### src/rtl/seq_detect_pkg.sv
`default_nettype none
// ============================================================================
//  Package    : seq_detect_pkg
//  Description: Shared types and sizing helpers for the serial pattern
//               detection controller and its matcher core.
//  Revision   : 1.0 - initial release
// ============================================================================
package seq_detect_pkg;

  localparam int MAX_LEN_DEFAULT = 8;
  localparam int CNT_W_DEFAULT   = 8;

  // DRAIN is reserved; the controller never enters it deliberately.
  typedef enum logic [1:0] {
    ST_IDLE  = 2'd0,
    ST_WAIT  = 2'd1,
    ST_SHIFT = 2'd2,
    ST_DRAIN = 2'd3
  } state_e;

  // Width needed to hold a pattern length of 0..max_len.
  function automatic int len_width(input int max_len);
    return $clog2(max_len + 1);
  endfunction

endpackage
`default_nettype wire

### src/rtl/seq_match_core.sv
`default_nettype none
// ============================================================================
//  Module     : seq_match_core
//  Description: Bit-serial pattern matcher. Keeps a history shift register
//               and a fill count, compares the low len bits of the updated
//               history against the pattern, and handles overlap mode.
//               hit_o is combinational for the bit presented this cycle.
//  Revision   : 1.0 - initial release
// ============================================================================
module seq_match_core
  import seq_detect_pkg::*;
#(
  parameter  int MAX_LEN = MAX_LEN_DEFAULT,
  localparam int LEN_W   = len_width(MAX_LEN)
) (
  input  logic               clk,
  input  logic               rst_n,
  input  logic               bit_i,
  input  logic               bit_valid_i,
  input  logic               clear_i,
  input  logic [LEN_W-1:0]   len_i,
  input  logic [MAX_LEN-1:0] pattern_i,
  input  logic               overlap_i,
  output logic               hit_o
);

  localparam logic [LEN_W:0] c_max_fill = (LEN_W+1)'(MAX_LEN);

  logic [MAX_LEN-1:0] hist_q, hist_d;
  logic [LEN_W-1:0]   fill_q, fill_d;
  logic [MAX_LEN-1:0] w_hist_new;
  logic [MAX_LEN-1:0] w_mask;
  logic [LEN_W:0]     w_fill_inc;
  logic               w_hit;

  // Compare the shifted-in history against the length-masked pattern; the
  // fill gate stops cleared history bits from producing false matches.
  always_comb begin
    w_hist_new = {hist_q[MAX_LEN-2:0], bit_i};
    w_fill_inc = {1'b0, fill_q} + (LEN_W+1)'(1);
    w_mask     = '0;
    for (int i = 0; i < MAX_LEN; i++) begin
      w_mask[i] = (i < int'(len_i));
    end
    w_hit = bit_valid_i
         && (len_i != '0)
         && (w_fill_inc >= {1'b0, len_i})
         && (((w_hist_new ^ pattern_i) & w_mask) == '0);
  end

  assign hit_o = w_hit;

  // Next history/fill: non-overlap hits restart the fill so the next match
  // needs len fresh bits; otherwise fill saturates at MAX_LEN.
  always_comb begin
    hist_d = hist_q;
    fill_d = fill_q;
    if (clear_i) begin
      hist_d = '0;
      fill_d = '0;
    end else if (bit_valid_i) begin
      hist_d = w_hist_new;
      if (w_hit && !overlap_i) begin
        fill_d = '0;
      end else if (w_fill_inc > c_max_fill) begin
        fill_d = c_max_fill[LEN_W-1:0];
      end else begin
        fill_d = w_fill_inc[LEN_W-1:0];
      end
    end
  end

  // History and fill registers.
  always_ff @(posedge clk or negedge rst_n) begin
    if (!rst_n) begin
      hist_q <= '0;
      fill_q <= '0;
    end else begin
      hist_q <= hist_d;
      fill_q <= fill_d;
    end
  end

endmodule
`default_nettype wire

### src/rtl/seq_detect_ctrl.sv
`default_nettype none
// ============================================================================
//  Module     : seq_detect_ctrl
//  Description: Run-time configurable serial pattern detection controller.
//               Accepts bytes on a valid/ready stream, serializes them MSB
//               first into seq_match_core, counts matches and raises a
//               sticky interrupt at a programmable count.
//  Revision   : 1.0 - initial release
// ============================================================================
module seq_detect_ctrl
  import seq_detect_pkg::*;
#(
  parameter  int MAX_LEN = MAX_LEN_DEFAULT,
  parameter  int CNT_W   = CNT_W_DEFAULT,
  localparam int LEN_W   = len_width(MAX_LEN)
) (
  input  logic               clk,
  input  logic               rst_n,
  input  logic               cfg_we,
  input  logic [MAX_LEN-1:0] cfg_pattern,
  input  logic [LEN_W-1:0]   cfg_len,
  input  logic               cfg_overlap,
  input  logic [CNT_W-1:0]   cfg_thresh,
  input  logic               start,
  input  logic               stop,
  input  logic               in_valid,
  input  logic [7:0]         in_data,
  output logic               in_ready,
  output logic               busy,
  output logic               z,
  output logic [CNT_W-1:0]   match_cnt,
  output logic               irq,
  input  logic               irq_clr
);

  localparam logic [LEN_W-1:0] c_max_len = LEN_W'(MAX_LEN);

  state_e             state_q;
  logic               in_ready_q;
  logic               busy_q;
  logic               stop_seen_q;
  logic [7:0]         byte_q;
  logic [2:0]         bit_idx_q;

  logic [MAX_LEN-1:0] pattern_q;
  logic [LEN_W-1:0]   len_q;
  logic               overlap_q;
  logic [CNT_W-1:0]   thresh_q;

  logic               z_q;
  logic [CNT_W-1:0]   cnt_q;
  logic               irq_q;

  logic               w_len_legal;
  logic               w_run_start;
  logic               w_bit_valid;
  logic               w_bit;
  logic               w_hit;
  logic               w_cnt_max;
  logic [CNT_W-1:0]   w_cnt_inc;
  logic               w_irq_set;

  assign w_len_legal = (len_q != '0) && (len_q <= c_max_len);
  assign w_run_start = (state_q == ST_IDLE) && start && w_len_legal;
  assign w_bit_valid = (state_q == ST_SHIFT);
  assign w_bit       = byte_q[bit_idx_q];

  assign w_cnt_max = &cnt_q;
  assign w_cnt_inc = cnt_q + CNT_W'(1);
  // irq only fires on the increment that lands exactly on the threshold.
  assign w_irq_set = w_hit && !w_cnt_max && (thresh_q != '0) && (w_cnt_inc == thresh_q);

  seq_match_core #(
    .MAX_LEN (MAX_LEN)
  ) u_match (
    .clk         (clk),
    .rst_n       (rst_n),
    .bit_i       (w_bit),
    .bit_valid_i (w_bit_valid),
    .clear_i     (w_run_start),
    .len_i       (len_q),
    .pattern_i   (pattern_q),
    .overlap_i   (overlap_q),
    .hit_o       (w_hit)
  );

  // Control FSM with registered handshake/busy outputs, serializer and config latch.
  always_ff @(posedge clk or negedge rst_n) begin
    if (!rst_n) begin
      state_q     <= ST_IDLE;
      in_ready_q  <= 1'b0;
      busy_q      <= 1'b0;
      stop_seen_q <= 1'b0;
      byte_q      <= '0;
      bit_idx_q   <= '0;
      pattern_q   <= '0;
      len_q       <= '0;
      overlap_q   <= 1'b0;
      thresh_q    <= '0;
    end else begin
      case (state_q)
        ST_IDLE: begin
          if (cfg_we) begin
            pattern_q <= cfg_pattern;
            len_q     <= cfg_len;
            overlap_q <= cfg_overlap;
            thresh_q  <= cfg_thresh;
          end
          if (w_run_start) begin
            state_q     <= ST_WAIT;
            in_ready_q  <= 1'b1;
            busy_q      <= 1'b1;
            stop_seen_q <= 1'b0;
          end
        end
        ST_WAIT: begin
          if (in_valid && in_ready_q) begin
            state_q     <= ST_SHIFT;
            in_ready_q  <= 1'b0;
            byte_q      <= in_data;
            bit_idx_q   <= 3'd7;
            stop_seen_q <= stop;
          end else if (stop) begin
            state_q    <= ST_IDLE;
            in_ready_q <= 1'b0;
            busy_q     <= 1'b0;
          end
        end
        ST_SHIFT: begin
          if (stop) begin
            stop_seen_q <= 1'b1;
          end
          if (bit_idx_q == 3'd0) begin
            if (stop_seen_q || stop) begin
              state_q     <= ST_IDLE;
              busy_q      <= 1'b0;
              stop_seen_q <= 1'b0;
            end else begin
              state_q    <= ST_WAIT;
              in_ready_q <= 1'b1;
            end
          end else begin
            bit_idx_q <= bit_idx_q - 3'd1;
          end
        end
        ST_DRAIN: begin
          state_q    <= ST_IDLE;
          in_ready_q <= 1'b0;
          busy_q     <= 1'b0;
        end
        default: begin
          state_q    <= ST_IDLE;
          in_ready_q <= 1'b0;
          busy_q     <= 1'b0;
        end
      endcase
    end
  end

  // Match pulse, saturating counter and sticky interrupt (set beats clear).
  always_ff @(posedge clk or negedge rst_n) begin
    if (!rst_n) begin
      z_q   <= 1'b0;
      cnt_q <= '0;
      irq_q <= 1'b0;
    end else begin
      z_q <= w_hit;
      if (w_run_start) begin
        cnt_q <= '0;
      end else if (w_hit && !w_cnt_max) begin
        cnt_q <= w_cnt_inc;
      end
      if (w_irq_set) begin
        irq_q <= 1'b1;
      end else if (irq_clr) begin
        irq_q <= 1'b0;
      end
    end
  end

  assign in_ready  = in_ready_q;
  assign busy      = busy_q;
  assign z         = z_q;
  assign match_cnt = cnt_q;
  assign irq       = irq_q;

endmodule
`default_nettype wire

### config.mk
export PLATFORM = sky130hd
export DESIGN_NAME = seq_detect_ctrl
export DESIGN_NICKNAME = d
export VERILOG_FILES = /design/src/rtl/seq_detect_pkg.sv /design/src/rtl/seq_match_core.sv /design/src/rtl/seq_detect_ctrl.sv
export SDC_FILE = /design/constraint.sdc
export NUM_CORES = 1
export LEC_CHECK = 0
export BUFFER_PORTS_ARGS = -buffer_cell sky130_fd_sc_hd__buf_2
export CAP_MARGIN = 40
export CELL_PAD_IN_SITES_DETAIL_PLACEMENT = 1
export CELL_PAD_IN_SITES_GLOBAL_PLACEMENT = 1
export CORE_MARGIN = 5
export CORE_UTILIZATION = 40
export CTS_BUF_LIST = sky130_fd_sc_hd__clkbuf_16
export DETAILED_ROUTE_END_ITERATION = 7
export PLACE_DENSITY = 0.78
export SLEW_MARGIN = 20
export SYNTH_ARGS = -nofsm -noshare
export SYNTH_HDL_FRONTEND = slang
export SYNTH_SLANG_ARGS = --single-unit
export TNS_END_PERCENT = 20
### constraint.sdc
create_clock -name clk -period 3 [get_ports clk]
set_input_delay 0.45 -clock clk [delete_from_list [all_inputs] [get_ports clk]]
set_output_delay 0.45 -clock clk [all_outputs]
set_load 0.02 [all_outputs]
# Yosys cells after proc, flatten, opt, wreduce, memory -nomap -nowiden
# Index checks and enable logic that the tools add are counted.
[word_totals]
ff_bits = 58
output_inout_bits = 12
word_cells = 114
[classes]
n_addsub = 3
magnitude_cmp = 12
eq_ne = 13
n_mux = 37
bitwise_logic = 2
reduce_logical = 32
[ops]
columns = ["operator", "count"]
rows = [
  ["$mux W1", 17],
  ["$lt A3 B4 Y1 const A", 4],
  ["$mux W4", 4],
  ["$mux W8", 2],
  ["$mux W7", 2],
  ["$ne A2 B2 Y1 const B", 7],
  ["$logic_and A1 B1 Y1", 11],
  ["$reduce_and A3 Y1", 3],
  ["$add A8 B1 Y8 const B", 1],
  ["$and A8 B8 Y8", 1],
  ["$eq A8 B8 Y1", 1],
  ["$logic_not A8 Y1", 1],
  ["$lt A1 B4 Y1 const A", 2],
  ["$lt A2 B4 Y1 const A", 2],
  ["$mux W2", 4],
  ["$pmux W1 S4", 2],
  ["$pmux W2 S4", 1],
  ["$reduce_and A8 Y1", 1],
  ["$reduce_bool A2 Y1", 4],
  ["$reduce_bool A8 Y1", 1],
  ["$xor A8 B8 Y8", 1],
  ["$mux W3", 2],
  ["$pmux W3 S2", 1],
  ["$add A4 B1 Y5 const B", 1],
  ["other kinds (20)", 23],
]

# Depth between registers and ports, before layout
[logic_depth]
word_depth = 10
mapped_depth = 9
depth_no_buf = 9

# Hierarchy
# A second synthesis with hierarchy kept.
[unflattened]
hier_cells = 307
area_unflattened_um2 = 3286.9
[modules_own_cells]
columns = ["module", "instances", "cells_per_inst", "area_per_inst_um2", "seq_area_each_um2"]
rows = [
  ["seq_detect_ctrl", 1, 207, 2378.5, 1176.1],
  ["seq_match_core", 1, 100, 908.4, 275.3],
]

# Least setup slack after synthesis
# No wires, ideal clock.
[synth_path]
kind = "register to register"
start = "register u_match.fill_q[0]"
end = "register cnt_q[7] (netlist: match_cnt[7])"
setup_ns = 0.078
t_arrival_ns = 2.206
t_required_ns = 2.922
slack_ns = 0.716
path_stages_with_launch = 9
n_path_buf = 0
period_less_slack_ns = 2.284
cell_sequence = "dfrtp_1 ha_1 xor2_1 ha_1 o21ai_0 o21ai_0 nand4_1 or4_1 a21oi_1"
[synth_between]
elab_chain_len = 6
[synth_lines]
columns = ["item", "line_no", "rtl"]
rows = [
  ["start, declared", "seq_match_core.sv:30", "logic [LEN_W-1:0] fill_q, fill_d;"],
  ["start signal, assigned", "seq_match_core.sv:80", "fill_q <= fill_d;"],
  ["$add A4 B1 Y5", "seq_match_core.sv:40", "w_fill_inc = {1'b0, fill_q} + (LEN_W+1)'(1);"],
  ["$ge A5 B4 Y1", "seq_match_core.sv:47", "&& (w_fill_inc >= {1'b0, len_i})"],
  ["$logic_and A1 B1 Y1", "seq_match_core.sv:47", ""],
  ["$logic_and A1 B1 Y1", "seq_match_core.sv:48", "&& (((w_hist_new ^ pattern_i) & w_mask) == '0);"],
  ["$logic_and A1 B1 Y1", "seq_detect_ctrl.sv:170", "end else if (w_hit && !w_cnt_max) begin"],
  ["$reduce_bool A2 Y1 (no line)", "-", ""],
  ["end signal, assigned", "seq_detect_ctrl.sv:171", "cnt_q <= w_cnt_inc;"],
  ["end, declared", "seq_detect_ctrl.sv:51", "logic [CNT_W-1:0] cnt_q;"],
]
# No other way between the ends.
# A chain may end at the register's enable or synchronous reset.

# Worst setup path in the final report
# Ends and elaborated chain as after synthesis.

==> impl_metrics.yaml <==
synth:
  largest_family_of_logic_cells_by_synthesized_area: "multiplexers"
  synth_seq_area_share: 0.4576
  ys.warnings.count: 0
  yosys.cell_types.count: 48
  synthArstFlopShare: 1.000
  yosys.area_share.adder: 0.05523
  multiplexer_share_of_the_synthesized_area: 0.1598
  syn_area_um2: 3172
  synth_enable_flop_cells: 0
  synth-compound-area-share: 0.1085
  ys_ff_latch: 58
  synthSimpleGateAreaFrac: 0.1290
  synthXorXnorAreaFrac: 0.06036
  yosys_most_used_dff: "sky130_fd_sc_hd__dfrtp_1"
  syn_avg_cell_area_um2: 10.83
  mappedNetlistNets: 343
  synthCells: 293
clocking:
  cts.reportedPaths.clkPinSlew_ps: 60
  post-cts-setup-buffer-count: 0
  ctsHtreeMaxLevel: 3
  clkLatencyLatePin_ps: 330
  cts_tree: "done"
  number_of_gates_resized_after_cts: 0
  ctsRootBufferMaster: "sky130_fd_sc_hd__clkbuf_16"
  clockBufferDepth: 2
  num_cts_buffers: 9
  count_of_hold_buffers_inserted_by_post_cts_repair: 0
  cts_num_sinks: 58
pwr:
  finalPower_mw: 3.840
  power.share.combinational: 0.376
  power.internal_mw: 2.422
  clock_power_share: 0.265
  vdd.ir_drop.worst_mv: 0.4663
  power.share.switching: 0.3693
  switchingPower_mw: 1.418
  power.density_nw_per_um2: 992.8
  static-leakage-power_nw: 1.795
  sequentialPowerShare: 0.359
timing:
  finalClockSkew_ps: 9.716
  final_critical_path_setup_slack_ps: 358.2
  setup_total_negative_slack_ps: 0
  timing.final.hold_violations: 0
  final.hold.worst_slack_ps: 103.9
  final_min_period_over_clock_period: 0.8806
  worstMarginPinSlew_ps: 546.8
  layout_min_cycle_time_ps: 2642
  rsz0062_at_grt: "no"
  report.final.slew_viol_count: 0
  max_freq_ghz: 0.3785
  slew_headroom: 0.6355
  final_report_setup_violation_count: 0
finish:
  synth_to_layout_area_growth_pct: 21.93
  cell_area_after_layout_um2: 3867
  num-fill-cells: 854
  multi_input_area_um2: 1632
  most_frequent_cells_in_the_layout: "sky130_fd_sc_hd__dfrtp_1 (58), sky130_fd_sc_hd__buf_2 (47), sky130_fd_sc_hd__mux2_2 (30)"
  nNetsFinal: 399
  most_common_library_cell_in_the_layout_ignoring_fill_and_taps: "sky130_fd_sc_hd__dfrtp_1"
  antennaDiodeCount: 0
  post_route_non_filler_standard_cell_count: 456
  post_route_cells_drive_above_1_share: 0.2938
  final_core_utilization: 0.5005
  seq_area_um2: 1451
die:
  fp.dieH_um: 99.05
  fp.dieArea_um2: 9810
  die_x_um: 99.05
  floorplan.core_area_um2: 7727
  start_util: 0.4105
  rows: 32
  design.portCount: 48
critical_path:
  critical_path_buf_inv_count: 0
  cp-start-kind: "flip-flop"
  slowest_delay_ps: 580
  cp_top_family: "simple AND/OR/NAND/NOR gates"
  cp.required_ps: 3250
  cp.arrival_ps: 2890
  crit_path_max_fanout: 8
  cp_slowest_cell: "sky130_fd_sc_hd__or4_1"
  criticalPathCategory: "flip-flop to flip-flop"
  crit_chain: "ha_1, xor2_1, ha_1, o21ai_0, o21ai_0, nand4_1, or4_1, a21oi_1"
  critPathCaptureType: "flip-flop"
placement:
  io_buffer_count: 47
  placement.cell_area_um2: 3571
  place_inst: 440
  post-place-ws_ps: 417.7
  hpwlAfterDp_mm: 5.858
  gpl.final_weighted_congestion: 0.8489
routing:
  detail_route.first_pass.iterations: 4
  drtIter0Drc: 45
  postRouteAntennaNets: 0
  wire_per_inst_um: 17.25
  num_vias: 2465
  detail_route.drc_violations: 0
  route.detailed.vias_per_inst: 5.406
  finalWirelength_mm: 7.867
min_path:
  hold_path_class: "primary input to asynchronous set/reset pin"
flow_run:
  max_cap_violations: 0
global_route:
  grt_pass1_wl_mm: 13.33
  global_route.overflow_total: 0
  gr-usage-all-layers: 0.1710
  grt_antenna_before_repair: 0
  first_global_vias: 2722
  grt_max_degree: 23
run_status:
  status: "finished, final reports clean"
[routing by layer]
layer  part of all wire  wire (um)  track usage
met5                  0          0            0
met4              0.019        148      0.06408
met3              0.036        285      0.04671
met2               0.51       4023       0.2960
met1               0.43       3409       0.2016
[Yosys cell counts, types with 3 or more instances]
cell type / count / area (um^2)
sky130_fd_sc_hd__mux2i_1: 6 / 60.06
sky130_fd_sc_hd__nor3_1: 5 / 25.02
sky130_fd_sc_hd__nor4_1: 4 / 25.02
sky130_fd_sc_hd__dfrtp_1: 58 / 1451
sky130_fd_sc_hd__and3_1: 5 / 31.28
sky130_fd_sc_hd__o31ai_1: 3 / 22.52
sky130_fd_sc_hd__a21oi_1: 12 / 60.06
sky130_fd_sc_hd__xor2_1: 10 / 87.58
sky130_fd_sc_hd__or4_1: 3 / 22.52
sky130_fd_sc_hd__inv_1: 13 / 48.80
sky130_fd_sc_hd__ha_1: 14 / 175.2
sky130_fd_sc_hd__nor2_1: 22 / 82.58
sky130_fd_sc_hd__nand3_1: 10 / 50.05
sky130_fd_sc_hd__a211oi_1: 3 / 22.52
sky130_fd_sc_hd__nand2_1: 19 / 71.32
sky130_fd_sc_hd__mux2_2: 30 / 337.8
sky130_fd_sc_hd__mux2_1: 3 / 33.78
sky130_fd_sc_hd__clkbuf_1: 6 / 22.52
sky130_fd_sc_hd__o21ai_0: 13 / 65.06
sky130_fd_sc_hd__nor2b_1: 5 / 31.28
sky130_fd_sc_hd__a22o_1: 3 / 26.28
sky130_fd_sc_hd__xnor2_1: 10 / 87.58
[state kept, by name, indices dropped and copies added, names as in the netlist]
signal	cells
bit_idx_q	3
u_match.fill_q	4
in_ready	1
z	1
thresh_q	8
irq	1
busy	1
match_cnt	8
len_q	4
u_match.hist_q	7
pattern_q	8
state_q	2
overlap_q	1
byte_q	8
stop_seen_q	1
[power by group through the flow]
stage	logic, mW	registers (mW)	clock network [mW]
floorplan	1.12	1.31	0
global placement	1.37	1.36	0
detailed placement	1.45	1.39	0
CTS	1.47	1.38	1.04
global route	1.60	1.43	1.08
finish	1.44	1.38	1.02
[worst reg2reg max path, cell delays in order, from the launching register on]
cell                      delay [ps]
sky130_fd_sc_hd__dfrtp_1         420
sky130_fd_sc_hd__ha_1            270
sky130_fd_sc_hd__xor2_1          170
sky130_fd_sc_hd__ha_1            280
sky130_fd_sc_hd__o21ai_0          60
sky130_fd_sc_hd__o21ai_0         260
sky130_fd_sc_hd__nand4_1         360
sky130_fd_sc_hd__or4_1           580
sky130_fd_sc_hd__a21oi_1         150
[final cells by class]
cell class | instances | share of cell area
Clock buffer | 9 | 0.05823
Clock inverter | 7 | 0.01844
Inverter | 14 | 0.01359
Multi-Input combinational cell | 212 | 0.4219
Sequential cell | 58 | 0.3753
Tap cell | 102 | 0.03300
Timing Repair Buffer | 54 | 0.07959
[cell families (layout without fill, tap and decap cells)]
family / after synthesis / count (layout)
buffers and inverters: 23 / 84
muxes: 42 / 42
DFF: 58 / 58
adders and majority gates: 14 / 14
and+or+nand+nor: 83 / 83
xor gates and xnor gates: 21 / 21
AOI/OAI and AO/OA: 52 / 52
[worst paths after layout]
path | depth (start not counted) | from | endpoint | slack (ps)
max in group asynchronous | 3 | rst_n | match_cnt[3]$_DFFE_PN0P_ | 2200
hold / removal | 1 | rst_n | byte_q[3]$_DFFE_PN0P_ | 100
hold reg to reg | 1 | busy$_DFFE_PN0P_ | busy$_DFFE_PN0P_ | 500
min in group clk | 2 | in_data[0] | byte_q[0]$_DFFE_PN0P_ | 350
setup reg to reg | 8 | u_match.fill_q[0]$_DFFE_PN0P_ | match_cnt[7]$_DFFE_PN0P_ | 360
setup / recovery | 8 | u_match.fill_q[0]$_DFFE_PN0P_ | match_cnt[7]$_DFFE_PN0P_ | 360
Note: power is estimated with default switching activity, not from simulation.
